$ cat src/rtl/image_block_loader.sv
// Fetches an N x N feature map from external memory in BEAT-pixel beats and writes it beat by beat into the local image buffer.
// Optional macro LOADER_ZERO_TAIL_EN: final partial beat zero-pads unused lanes and writes them with a full mask.
module image_block_loader #(
  parameter int DATA_W      = 16,
  parameter int BEAT        = 25,
  parameter int ADDR_W      = 20,
  parameter int IMG_SIZE_W  = 6,
  parameter int DEPTH_BEATS = 64,
  parameter int ADDR_STRIDE = 25
) (
  input  logic                           clk,
  input  logic                           rst,
  input  logic                           start,
  input  logic [IMG_SIZE_W-1:0]          img_size,
  input  logic [ADDR_W-1:0]              initial_addr,
  output logic                           busy,
  output logic                           done,
  output logic                           err,
  output logic                           mem_req,
  output logic [ADDR_W-1:0]              mem_addr,
  input  logic                           mem_valid,
  input  logic [BEAT*DATA_W-1:0]         mem_data,
  output logic                           buf_we,
  output logic [$clog2(DEPTH_BEATS)-1:0] buf_waddr,
  output logic [BEAT*DATA_W-1:0]         buf_wdata,
  output logic [BEAT-1:0]                buf_wmask
);

  localparam int BW = $clog2(DEPTH_BEATS);
  localparam int PW = 2 * IMG_SIZE_W;
  localparam int DW = BEAT * DATA_W;
  localparam logic [PW-1:0] BEAT_P  = PW'(BEAT);
  localparam logic [PW-1:0] DEPTH_P = PW'(DEPTH_BEATS);

  typedef enum logic [1:0] {S_IDLE, S_CALC, S_FETCH, S_FIN} state_t;

  state_t                r_state;
  state_t                w_state_next;
  logic [IMG_SIZE_W-1:0] r_img_size;
  logic [ADDR_W-1:0]     r_mem_addr;
  logic [PW-1:0]         r_total;
  logic [PW-1:0]         r_last;
  logic [BW-1:0]         r_beat_cnt;
  logic                  r_err;
  logic                  r_we;
  logic [BW-1:0]         r_waddr;
  logic [DW-1:0]         r_wdata;
  logic [BEAT-1:0]       r_wmask;

  logic [PW-1:0]   w_pixels;
  logic [PW-1:0]   w_total;
  logic [PW-1:0]   w_last;
  logic            w_overflow;
  logic            w_final;
  logic [BEAT-1:0] w_tail_mask;
  logic [BEAT-1:0] w_final_mask;
  logic [DW-1:0]   w_beat_data;

  assign w_pixels   = PW'(r_img_size) * PW'(r_img_size);
  assign w_total    = (w_pixels / BEAT_P) + PW'(w_pixels % BEAT_P != '0);
  assign w_last     = w_pixels - (w_total - PW'(1)) * BEAT_P;
  assign w_overflow = w_total > DEPTH_P;
  assign w_final    = PW'(r_beat_cnt) == (r_total - PW'(1));

  genvar gi;
  generate
    for (gi = 0; gi < BEAT; gi++) begin : g_mask
      assign w_tail_mask[gi] = r_last > PW'(gi);
    end
  endgenerate

`ifdef LOADER_ZERO_TAIL_EN
  logic [DW-1:0] w_tail_data;
  generate
    for (gi = 0; gi < BEAT; gi++) begin : g_zero
      assign w_tail_data[gi*DATA_W +: DATA_W] =
        w_tail_mask[gi] ? mem_data[gi*DATA_W +: DATA_W] : '0;
    end
  endgenerate
  assign w_beat_data  = w_final ? w_tail_data : mem_data;
  assign w_final_mask = '1;
`else
  assign w_beat_data  = mem_data;
  assign w_final_mask = w_tail_mask;
`endif

  always_ff @(posedge clk or posedge rst) begin
    if (rst) begin
      r_state <= S_IDLE;
    end else begin
      r_state <= w_state_next;
    end
  end

  always_comb begin
    w_state_next = r_state;
    busy         = 1'b0;
    done         = 1'b0;
    mem_req      = 1'b0;
    case (r_state)
      S_IDLE: begin
        if (start) w_state_next = S_CALC;
      end
      S_CALC: begin
        busy = 1'b1;
        if (w_pixels == '0 || w_overflow) w_state_next = S_FIN;
        else                              w_state_next = S_FETCH;
      end
      S_FETCH: begin
        busy    = 1'b1;
        mem_req = 1'b1;
        if (mem_valid && w_final) w_state_next = S_FIN;
      end
      S_FIN: begin
        done         = 1'b1;
        w_state_next = S_IDLE;
      end
      default: w_state_next = S_IDLE;
    endcase
  end

  // Buffer write port is registered: each beat lands one cycle after its mem_valid.
  always_ff @(posedge clk or posedge rst) begin
    if (rst) begin
      r_img_size <= '0;
      r_mem_addr <= '0;
      r_total    <= '0;
      r_last     <= '0;
      r_beat_cnt <= '0;
      r_err      <= 1'b0;
      r_we       <= 1'b0;
      r_waddr    <= '0;
      r_wdata    <= '0;
      r_wmask    <= '0;
    end else begin
      r_we <= 1'b0;
      case (r_state)
        S_IDLE: begin
          if (start) begin
            r_img_size <= img_size;
            r_mem_addr <= initial_addr;
            r_err      <= 1'b0;
          end
        end
        S_CALC: begin
          r_total    <= w_total;
          r_last     <= w_last;
          r_beat_cnt <= '0;
          if (w_overflow) r_err <= 1'b1;
        end
        S_FETCH: begin
          if (mem_valid) begin
            r_we       <= 1'b1;
            r_waddr    <= r_beat_cnt;
            r_wdata    <= w_beat_data;
            r_wmask    <= w_final ? w_final_mask : '1;
            r_mem_addr <= r_mem_addr + ADDR_W'(ADDR_STRIDE);
            r_beat_cnt <= r_beat_cnt + BW'(1);
          end
        end
        default: ;
      endcase
    end
  end

  assign err       = r_err;
  assign mem_addr  = r_mem_addr;
  assign buf_we    = r_we;
  assign buf_waddr = r_waddr;
  assign buf_wdata = r_wdata;
  assign buf_wmask = r_wmask;

endmodule

$ cat config.mk
export PLATFORM = sky130hd
export DESIGN_NAME = image_block_loader
export DESIGN_NICKNAME = d
export VERILOG_FILES = /design/src/rtl/image_block_loader.sv
export SDC_FILE = /design/constraint.sdc
export NUM_CORES = 1
export LEC_CHECK = 0
export ABC_AREA = 1
export CAP_MARGIN = 10
export CORE_AREA = 2 2 347 349
export CTS_CLUSTER_DIAMETER = 30
export CTS_CLUSTER_SIZE = 30
export DETAILED_ROUTE_END_ITERATION = 6
export DIE_AREA = 0 0 349 351
export SLEW_MARGIN = 10
export SYNTH_ARGS = -nofsm -noshare
export SYNTH_HDL_FRONTEND = slang
export SYNTH_SLANG_ARGS = --single-unit
$ cat constraint.sdc
create_clock -name clk -period 17.4 [get_ports clk]
set_input_delay 2.61 -clock clk [delete_from_list [all_inputs] [get_ports clk]]
set_output_delay 2.61 -clock clk [all_outputs]
set_load 0.02 [all_outputs]
== Word level (Yosys, flattened, before mapping) ==
Cells that the tools add are included.
Storage, ports and cells
  bits of input ports: 430
  register bits: 491
Cells by class
  reduce and logical (&&, ||, !) cells: 15
  equal/unequal tests: 8
  mux-type cells: 18
  $add $sub $neg: 6
  $lt $le $gt $ge: 26
  multipliers: 2
  divide/modulo/power cells: 2
Operators by type and width (number)
  $gt 12x5->1 const B: 9
  $gt 12x4->1 const B: 8
  $gt 12x3->1 const B: 4
  $mux 20: 2
  $pmux 20 s2: 1
  $mux 25: 1
  $gt 12x1->1 const B: 2
  $gt 12x2->1 const B: 2
  $sub 12x1->12 const B: 2
  $add 20x5->20 const B: 1
  $add 12x1->12: 1
  $div 12x5->12 const B: 1
  $eq 6x12->1: 1
  $gt 12x7->1 const B: 1
  $logic_not 12->1: 1
  $mod 12x5->12 const B: 1
  $mul 12x5->12 const B: 1
  $mul 6x6->12: 1
  $pmux 6 s2: 1
  $reduce_bool 12->1: 1
  $sub 12x12->12: 1
  $mux 1: 8
  $ne 2x2->1 const B: 4
  $pmux 2 s4: 1
  other kinds (13): 21

== Depth between registers and ports, before layout ==
  depth after elaboration: 8
  depth in mapped cells: 98

== Least setup slack after synthesis ==
No wires, ideal clock.
  path type: flip-flop to flip-flop
  start point: register r_img_size[0]
  end point: register r_last[11]
  path buffers: 3
  setup time: 0.117 ns
  arrival: 11.170 ns
  path slack: 6.113 ns
  clock period less this slack: 11.287 ns
  stages on the path, launching flop included: 91
  cell sequence: dfrtp_1 > clkbuf_1 > nand2_1 > inv_1 > fa_1 > inv_1 > fa_1 > inv_1 > fa_1 > ha_1 > nand3_1 > nand2_1 > nand3_1 > nand2_1 > nand2_1 > nand2_1 > nand3_4 > buf_6 > [55 not listed] > fa_1 > inv_1 > ha_1 > inv_1 > o21bai_1 > nand3_1 > nand2_1 > nand3_1 > nand2_1 > inv_1 > o21ai_1 > nand2_1 > inv_1 > nand2_1 > nand2_1 > nand2_1 > nand3_1 > nand2_1
Between the ends
  longest elaborated chain between the ends: 7
Ends and longest elaborated chain
  start, declared: RTL line 39  | logic [IMG_SIZE_W-1:0] r_img_size;
  start signal, assigned: RTL line 140  | r_img_size <= img_size;
  $mul 6x6->12 (*): RTL line 59  | assign w_pixels = PW'(r_img_size) * PW'(r_img_size);
  $mod 12x5->12: RTL line 60  | assign w_total = (w_pixels / BEAT_P) + PW'(w_pixels % BEAT_P != '0);
  $reduce_bool 12->1: RTL line 60
  $add 12x1->12: RTL line 60
  $sub 12x1->12: RTL line 61  | assign w_last = w_pixels - (w_total - PW'(1)) * BEAT_P;
  $mul 12x5->12: RTL line 61
  $sub 12x12->12 (*): RTL line 61
  end signal, assigned: RTL line 147  | r_last <= w_last;
  end, declared: RTL line 42  | logic [PW-1:0] r_last;
Every way passes the cells marked *; elsewhere a longest branch is shown, timed or not.
A chain may end at the register's enable or synchronous reset.

== Worst setup path in the final report ==
  start point: register r_img_size[0]
  end point: register r_last[10]
Between the ends
  longest elaborated chain between the ends: 7
Ends and longest elaborated chain
  $mul 6x6->12 (*): RTL line 59
  $mod 12x5->12: RTL line 60
  $reduce_bool 12->1: RTL line 60
  $add 12x1->12 (*): RTL line 60
  net w_total[0]: RTL line 51  | logic [PW-1:0] w_total;
  $sub 12x1->12 (*): RTL line 61
  $mul 12x5->12 (*): RTL line 61
  $sub 12x12->12 (*): RTL line 61
The timed path passes the listed nets; every way through them passes the cells marked *.

==> impl_metrics.ini <==
[global_routing]
antenna_found_initial = 9
grt-ovfl-total = 0
grt_use_total = 0.147
grt_first_pass_wirelength_mm = 137
grt_max_degree = 186
grt_pass1_vias = 22100

[hold_path]
holdCritPathClass = reg2reg
min_delay_path_depth = 2
worstHoldStart = buf_wdata[158]$_DFFE_PP0P_

[clock_tree]
clkLatencyLatePin_ps = 730
ctsLongestPathBuffers = 3
numCtsBuffers = 141
cts_hold_buf = 0
clockRootBuffer = clkbuf_16
cts_setup_buffers = 0
clk_pin_slew_worst_paths_ps = 40
cts_tree = done
cts_max_level = 4
clock_sinks = 488
cts-resized-gates = 0

[route]
drtIter0Drc = 1561
ant_nets = 0
drt-total-wl_mm = 93.9
drcViolationCount = 0
avgRoutedWirePerCell_um = 17.2
first_pass_iters = 5
vias = 22200
vias_per_cell = 4.07

[timing]
period_needed_ps = 12550
worst_slew_pin_slew_ps = 1150
hold_violations = 0
worst_slew_margin_rel = 0.231
rsz0062_at_grt = no
skew_ps = 34.0
hold_ws_ps = 469
clock.fmax_mhz = 79.7
period_share = 0.721
fin_setup_tns_ps = 0
finalMaxSlewViolations = 0
setup_violations = 0
fin_ws_ps = 4850

[placement]
hpwlAfterDp_mm = 69.9
place_congestion = 0.834
pre_cts_slack_ps = 4930
placed_area_sq_um = 33700
io_buffers = 885

[setup_path]
cpPeakStageDelay_ps = 530
r2r_start = r_img_size[0]$_DFFE_PP0P_
crit_path_end_kind = flop
start_kind = flop
critical_path.startpoint = r_img_size[0]$_DFFE_PP0P_
crit_fanout = 17
worstRegToRegCells = 76
cp_slowest_cell = fa_1
path_class = reg2reg
cp.required_ps = 17970
cpMostUsedCell = nand2_1
cp.arrival_ps = 13120

[floorplanning]
die_x_um = 349
die_h_um = 351
ios = 886
core_area_sq_um = 119000
rows = 127
start_util = 0.195
die-area_sq_um = 122000

[outcome]
status = complete, no violations

[synth]
synthMuxAreaShare = 0
synth_area_sq_um = 23200
synth_top_area_frac = 0.526
ys_top_cells_by_area = dfrtp_1, nand2_1, inv_1
synth_top_family_by_area = simple AND/OR/NAND/NOR gates
syn_inst = 2865
synthAdderAreaFrac = 0.0486
synthSimpleGateAreaFrac = 0.311
synth.distinct_cells = 51
ys_seq_area_frac = 0.526
ys_async_sr_fraction = 1.00
synth-seq-cells = 488
synth_xor_area_frac = 0.0181
syn_nets = 3372
yosys_warnings = 0
syn_area_per_cell_sq_um = 8.10
synth_flop_cell = dfrtp_1
synth_compound_area_frac = 0.0420
synth_edf_count = 0
yosysTopAreaCell = dfrtp_1

[final_layout]
drive_gt1_frac = 0.0903
fillers = 12300
nets = 4302
finish.instance_area_sq_um = 38700
syn_to_final_growth_pct = 67.0

[run]
maxCapViolCount = 0
[registers in the layout, indices dropped and copies added (netlist names)]
name / count
r_last: 12
r_img_size: 6
buf_we: 1
buf_wdata: 400
err: 1
mem_addr: 20
buf_waddr: 6
buf_wmask: 25
r_state: 2
r_total: 9
r_beat_cnt: 6
[cells in the final DEF, fill, tap and decap left out, types with 5 or more instances in the layout]
cell             netlist  final
clkbuf_1             108     24
ha_1                  55     55
nand3_1               76     76
clkbuf_8               0     28
inv_2                 16     16
nand2_2               31     31
nor2_4                 6      6
o21ai_1                7      7
dfrtp_1              488    488
nor2_1                88     88
a21oi_1               39     38
clkinvlp_4             0      8
xnor2_1               12     12
inv_16                 0      5
o21ai_0               82     82
nand3_2                6      6
o211ai_1               6      6
nor3_1                13     13
o22ai_1               14     14
nand4_1               20     20
nand2_4               16     17
fa_1                  22     22
clkdlybuf4s50_1        0    885
xor2_1                34     34
bufinv_16              0     15
nand2_1             1469   1468
clkinv_2               0     23
buf_4                  0     14
clkbuf_16              0    145
inv_1                196    195
diode_2                0      5
[stage by stage]
stage | util | cells
global route | 0.325 | 5461
finish | 0.325 | 5462
floorplan | - | 2865
global placement | 0.283 | 5200
CTS | 0.325 | 5457
detailed placement | 0.283 | 5200
[cells by family (layout without fill, tap and decap cells)]
| family | after synthesis | after routing |
|---|---|---|
| xor+xnor | 47 | 47 |
| buf+inv | 331 | 1375 |
| flops | 488 | 488 |
| fa+ha+maj | 77 | 77 |
| compound gates | 171 | 171 |
| other cells | 0 | 5 |
| simple gates | 1751 | 1751 |
[area by class of cell]
class                           instances  area, sq um  area share
Antenna cell                            5         12.5    0.000323
Clock buffer                          197         4100       0.106
Clock inverter                         60          897      0.0232
Inverter                              217          832      0.0215
Multi-Input combinational cell       2046         9740       0.251
Sequential cell                       488        12200       0.315
Tap cell                             1548         1940      0.0500
Timing Repair Buffer                  901         9000       0.232
[path summary, 6_finish.rpt]
kind	end	slack (ps)
worst min-delay path	buf_wdata[158]$_DFFE_PP0P_	470
worst max register to register	r_last[10]$_DFFE_PP0P_	4850
min in group asynchronous	buf_wdata[27]$_DFFE_PP0P_	2410
max in group asynchronous	buf_wdata[357]$_DFFE_PP0P_	11900
worst max-delay path	r_last[10]$_DFFE_PP0P_	4850
worst min register to register	buf_wdata[158]$_DFFE_PP0P_	470
[cell usage after synthesis (4+ instances only)]
cell type / number
xnor2_1: 12
ha_1: 55
a21oi_1: 39
o22ai_1: 14
nor2_1: 88
o2111ai_1: 4
nand3_1: 76
o21ai_1: 7
dfrtp_1: 488
nor4_1: 4
nand2_1: 1469
nor3_1: 13
nand4_1: 20
o21bai_1: 4
nor2_4: 6
nand3_4: 4
nand3_2: 6
fa_1: 22
xor2_1: 34
nand2_4: 16
clkbuf_1: 108
o211ai_1: 6
inv_1: 196
clkinv_1: 4
inv_2: 16
o21ai_0: 82
nand2_2: 31
[metal layers]
metal / routed length [um] / global-route usage / up-vias
met5: 49 / 0 / -
met4: 2650 / 0.0572 / 8
met3: 7800 / 0.0539 / 152
met2: 44600 / 0.238 / 807
met1: 38800 / 0.176 / 10500
li1: - / - / 10800
[critical path: cells and delay by family (launching register included)]
family	cells	cell delay, ps
simple gates	46	5240
fa+ha+maj	12	4750
buf+inv	13	990
compound gates	3	550
flops	1	480
xor+xnor	2	370
Power is left out: the tool's default activity adds up to more than one toggle a clock period on the data nets, which glitch-free logic cannot reach.
